## config.mk

```make
export PLATFORM = sky130hd
export DESIGN_NAME = grf_wr_arbiter
export DESIGN_NICKNAME = d
export VERILOG_FILES = /design/src/rtl/grf_wr_arbiter.sv
export SDC_FILE = /design/constraint.sdc
export NUM_CORES = 1
export LEC_CHECK = 0
export CORE_MARGIN = 2
export CORE_UTILIZATION = 45
export CTS_BUF_LIST = sky130_fd_sc_hd__clkbuf_16
export DETAILED_ROUTE_END_ITERATION = 10
export DONT_BUFFER_PORTS = 1
export GPL_TIMING_DRIVEN = 0
export PLACE_DENSITY = 0.59
export SYNTH_ARGS = -nofsm -noshare
export SYNTH_HDL_FRONTEND = slang
export SYNTH_SLANG_ARGS = --single-unit
```

## constraint.sdc

```tcl
create_clock -name CLK -period 2.7 [get_ports CLK]
set_clock_uncertainty 0.05 [all_clocks]
set_input_delay 0.27 -clock CLK [delete_from_list [all_inputs] [get_ports CLK]]
set_output_delay 0.27 -clock CLK [all_outputs]
set_load 0.01 [all_outputs]
```

## src/rtl/grf_wr_arbiter.sv

```systemverilog
// grf_wr_arbiter: shares the single GRF write port between two writeback requesters
//   (req0 = main datapath, req1 = long-latency unit) with round-robin arbitration,
//   a one-cycle registered write stage and a per-register pending-write scoreboard.
// Ports:
//   CLK, Reset           clock and synchronous active-high reset
//   reqN_valid/ready     handshake per requester; ready is combinational from valids
//   reqN_addr/data/pc    write request fields, held stable by requester until accepted
//   rf_we/a3/wd/pc       registered GRF write port, one cycle after acceptance
//   sb_set, sb_set_addr  allocate a pending write at decode
//   q1/q2_addr, busy     read-port queries against the pending counters
//   sb_err               sticky counter over/underflow flag
module grf_wr_arbiter #(
  parameter int NREQ_W = 2
) (
  input  logic        CLK,
  input  logic        Reset,
  input  logic        req0_valid,
  output logic        req0_ready,
  input  logic [4:0]  req0_addr,
  input  logic [31:0] req0_data,
  input  logic [31:0] req0_pc,
  input  logic        req1_valid,
  output logic        req1_ready,
  input  logic [4:0]  req1_addr,
  input  logic [31:0] req1_data,
  input  logic [31:0] req1_pc,
  output logic        rf_we,
  output logic [4:0]  rf_a3,
  output logic [31:0] rf_wd,
  output logic [31:0] rf_pc,
  input  logic        sb_set,
  input  logic [4:0]  sb_set_addr,
  input  logic [4:0]  q1_addr,
  input  logic [4:0]  q2_addr,
  output logic        q1_busy,
  output logic        q2_busy,
  output logic        sb_err
);

  localparam logic [NREQ_W-1:0] CNT_MAX = '1;
  localparam logic [NREQ_W-1:0] CNT_ONE = NREQ_W'(1);

  logic              last_grant_q;
  logic              rf_we_q;
  logic [4:0]        rf_a3_q;
  logic [31:0]       rf_wd_q;
  logic [31:0]       rf_pc_q;
  logic [NREQ_W-1:0] cnt_q [32];
  logic [NREQ_W-1:0] cnt_d [32];
  logic              err_q;
  logic              err_d;

  logic        gnt0;
  logic        gnt1;
  logic        xfer;
  logic [4:0]  sel_addr;
  logic [31:0] sel_data;
  logic [31:0] sel_pc;
  logic [31:0] inc_v;
  logic [31:0] dec_v;

  // Under contention the requester that did not win last time is served;
  // last_grant resets to 1 so req0 wins the first contention.
  assign gnt0 = req0_valid & (~req1_valid | last_grant_q);
  assign gnt1 = req1_valid & (~req0_valid | ~last_grant_q);
  assign xfer = gnt0 | gnt1;

  assign req0_ready = gnt0;
  assign req1_ready = gnt1;

  assign sel_addr = gnt1 ? req1_addr : req0_addr;
  assign sel_data = gnt1 ? req1_data : req0_data;
  assign sel_pc   = gnt1 ? req1_pc   : req0_pc;

  always_ff @(posedge CLK) begin
    if (Reset) begin
      last_grant_q <= 1'b1;
      rf_we_q      <= 1'b0;
      rf_a3_q      <= '0;
      rf_wd_q      <= '0;
      rf_pc_q      <= '0;
    end else begin
      if (xfer) begin
        last_grant_q <= gnt1;
        rf_a3_q      <= sel_addr;
        rf_wd_q      <= sel_data;
        rf_pc_q      <= sel_pc;
      end
      // An addr=0 request consumes the grant but never writes.
      rf_we_q <= xfer && (sel_addr != 5'd0);
    end
  end

  assign rf_we = rf_we_q;
  assign rf_a3 = rf_a3_q;
  assign rf_wd = rf_wd_q;
  assign rf_pc = rf_pc_q;

  // One-hot per-register increment (allocation) and decrement (commit, not acceptance).
  assign inc_v = (sb_set && (sb_set_addr != 5'd0)) ? (32'd1 << sb_set_addr) : 32'd0;
  assign dec_v = rf_we_q ? (32'd1 << rf_a3_q) : 32'd0;

  always_comb begin
    err_d = err_q;
    for (int r = 0; r < 32; r++) begin
      cnt_d[r] = cnt_q[r];
    end
    for (int r = 1; r < 32; r++) begin
      // Simultaneous increment and decrement cancel out.
      if (inc_v[r] && !dec_v[r]) begin
        if (cnt_q[r] == CNT_MAX) err_d = 1'b1;
        else                     cnt_d[r] = cnt_q[r] + CNT_ONE;
      end else if (dec_v[r] && !inc_v[r]) begin
        if (cnt_q[r] == '0) err_d = 1'b1;
        else                cnt_d[r] = cnt_q[r] - CNT_ONE;
      end
    end
    cnt_d[0] = '0;
  end

  always_ff @(posedge CLK) begin
    if (Reset) begin
      for (int r = 0; r < 32; r++) begin
        cnt_q[r] <= '0;
      end
      err_q <= 1'b0;
    end else begin
      for (int r = 0; r < 32; r++) begin
        cnt_q[r] <= cnt_d[r];
      end
      err_q <= err_d;
    end
  end

  // The commit cycle still reports busy; the counter drops on the following edge.
  assign q1_busy = (q1_addr != 5'd0) && (cnt_q[q1_addr] != '0);
  assign q2_busy = (q2_addr != 5'd0) && (cnt_q[q2_addr] != '0);
  assign sb_err  = err_q;

endmodule

```

==> results_dict.tcl <==
set metrics [dict create \
    worstSetupPathType "flip-flop to flip-flop" \
    reg2reg_depth 8 \
    ioPinCount 233 \
    yosysMostFrequentCell "nor2_1" \
    synth_common_cells "nor2_1, dfxtp_1, nand2_1, inv_1, o21ai_0" \
    min_from "req0_addr[4]" \
    drt_pass1_iterations 5 \
    max_slew_margin_pct 40.1 \
    hold-worst-slack_ns 0.0128 \
    fp.dieH_um 141 \
    cap_viol_max_count 0 \
    overflow 0 \
    crit_fanout 9 \
    postRouteAntennaNets 0 \
    hold_path_depth 2 \
    reg2reg_to "sb_err" \
    viasPerCell 5.73 \
    grt_pass1_vias 8588 \
    rsz0062_at_grt "no" \
    path_cells "buf_4 > nor3b_4 > nand2_1 > ha_1 > a31oi_1 > nand4_1 > nor3_1 > a31oi_1" \
    grt_pass1_wl_um 45700 \
    finalPower_mw 5.20 \
    cts_tree "yes" \
    hold_violations 0 \
    cpMaxStageDelayCell "dfxtp_1" \
    synth-main-ff-cell "dfxtp_1" \
    gp_congestion 0.922 \
    crit_arrival_ns 2.85 \
    synth_edf_count 0 \
    outcome "completed" \
    wl_per_cell_um 19.1 \
    cts.path.max_buffers 2 \
    fin_ws_ns 0.0856 \
    clock_latency_ns 0.44 \
    die_area_um2 19900 \
    postSynthCellCount 1171 \
    cts_setup_buffers 0 \
    final.min_clock_period_ns 2.61 \
    async_flop_share_pct 0 \
    syn_nets 1391 \
    critPathMostFrequentCell "a31oi_1" \
    power_leakage_nw 4.54 \
    drcViolationCount 0 \
    rrSetupSlack_ns 0.09 \
    portBuffers 0 \
    holdCritPathClass "primary input to flip-flop" \
    synth_top_area_cell "dfxtp_1" \
    yosys_warnings 0 \
    rr_startpoint "rf_a3[0]" \
    wl_um 29800 \
    dp_hpwl_um 21200 \
    fin_nets 1535 \
    ys_seq_area_share_pct 31.7 \
    syn_area_um2 8470 \
    place_ws_ns -0.625 \
    cp-start-kind "flip-flop" \
    track_usage_pct 29.6 \
    powerDensity_nw_per_um2 489 \
    rows 50 \
    holdPathEnd "rf_a3[4]" \
    tns_ns 0 \
    synth_area_leaders "dfxtp_1, nor2_1, ha_1, o21ai_0, nor4_1" \
    grt_max_degree 17 \
    clock_tree.root_cell "clkbuf_16" \
    crit_start "rf_a3[0]" \
    clk_pin_slew_worst_paths_ns 0.07 \
    drt_iter0_drc 532 \
    max_clock_freq_mhz 382 \
    cts_buffers 17 \
    irDropWorstVdd_v 0.000462 \
    critPathMaxStageDelay_ns 0.44 \
    cts_sinks 134 \
    worstMarginPinSlew_ns 0.898 \
    final_layout_size_suffix_gt1_share_pct 5.05 \
    coreArea_um2 18600 \
    setup_viol 0 \
    dr_total_vias 8955 \
    ys_types 44 \
    critPathCaptureType "flip-flop" \
    worstPathRequired_ns 2.94 \
    slew_viol_final 0 \
    synth_seq_cells 134 \
    avgSynthCellArea_um2 7.23 \
    area_delta_synth_final_pct 25.8 \
    initial_core_util_pct 45.6 \
    yosys.area.top_type_share_pct 31.7 \
    h-tree-depth 4 \
    n_antenna_cell 0 \
    die-width_um 141 \
    post-route-period-util_pct 96.8 \
    antenna_found_initial 0 \
]
==> layout make-up <==
| cell class | count | area [um2] |
|---|---|---|
| Fill cell | 1748 | 7930 |
| Multi-Input combinational cell | 891 | 5250 |
| Sequential cell | 134 | 2690 |
| Timing Repair Buffer | 125 | 1250 |
| Clock buffer | 17 | 425 |
| Inverter | 83 | 312 |
| Buffer | 63 | 303 |
| Tap cell | 234 | 293 |
| Clock inverter | 15 | 136 |
==> through the flow <==
stage | area (um2) | std cells | utilization [%]
after global routing | 10700 | 1562 | 57.3
after detailed placement | 8760 | 1405 | 47.1
after floorplan | 8470 | 1171 | -
after global placement | 8760 | 1405 | 47.1
final | 10700 | 1562 | 57.3
after CTS | 10600 | 1562 | 57.2
==> sequential cells by signal (all words and copies together) (netlist names) <==
signal        cells
cnt_q            62
last_grant_q      1
rf_a3             5
rf_pc            32
rf_wd            32
rf_we             1
sb_err            1
==> worst max-delay path, delay by kind of cell, from the launching register on <==
kind	cells	cell delay, ns
AND/OR/NAND/NOR	4	0.98
adder cells (fa/ha/maj)	1	0.28
flip-flops	1	0.44
buffers and inverters	1	0.22
AO/OA/AOI/OAI	2	0.49
==> how the worst max path moves through the flow <==
| stage | slack, ns | endpoint | cells past startpoint |
|---|---|---|---|
| finish | 0.09 | sb_err | 8 |
| global placement | -0.60 | sb_err | 9 |
| CTS | 0.02 | sb_err | 9 |
| floorplan | 0.54 | sb_err | 7 |
| global route | 0.005 | sb_err | 11 |
| detailed placement | -0.62 | sb_err | 9 |
==> layer usage <==
layer / global-route usage (%) / vias to the layer above / wire length [um]
li1: - / 4352 / -
met1: 34.6 / 4133 / 11800
met4: 16.3 / 0 / 1740
met2: 50.1 / 371 / 14000
met5: 0 / - / 0
met3: 6.83 / 99 / 2240
==> placed cells by master (no fill, tap or decap), types with 4 or more instances in the layout <==
cell type      instances
mux4_2                 5
buf_6                  5
nand3_1               30
a221oi_1              13
clkbuf_1              42
clkbuf_16             17
inv_6                  6
nand4_1                7
o21ai_0               81
buf_2                  8
a21oi_1               61
nor2_1               250
nor3_1                23
inv_1                 84
nor4_1                64
nor4b_1               22
a211oi_1              19
ha_1                  62
o22ai_1               15
buf_1                  5
mux2i_1               11
a31oi_1               17
a21o_1                 4
nand2_1              101
dfxtp_1              132
nand2b_1              32
dlygate4sd3_1        125
nor2b_1               37
inv_8                  5
a311oi_1               4
==> logic make-up (layout without fill, tap and decap cells) <==
logic type	Yosys count	count (layout)	share of synthesized area [%]
and+or+nand+nor	589	589	33.2
AOI/OAI and AO/OA	221	221	15.2
buffers and inverters	146	303	7.15
DFF	134	134	31.7
adders and majority gates	62	62	9.16
muxes	19	19	3.56
==> timing repair <==
action                                  4_1_cts  5_1_grt
hold buffers                                125        0
endpoints found under the setup margin        4        1
hold endpoints to repair                     65        0
pin swaps                                     0        1
resized for setup                            12       14
==> report_power, final <==
| part | total [mW] | switching (mW) | internal, mW | leakage [nW] |
|---|---|---|---|---|
| registers | 2.21 | 0.142 | 2.07 | 1.10 |
| logic | 0.695 | 0.374 | 0.322 | 3.16 |
| clock network | 2.30 | 1.08 | 1.22 | 0.277 |
Note: power is estimated with default switching activity, not from simulation.
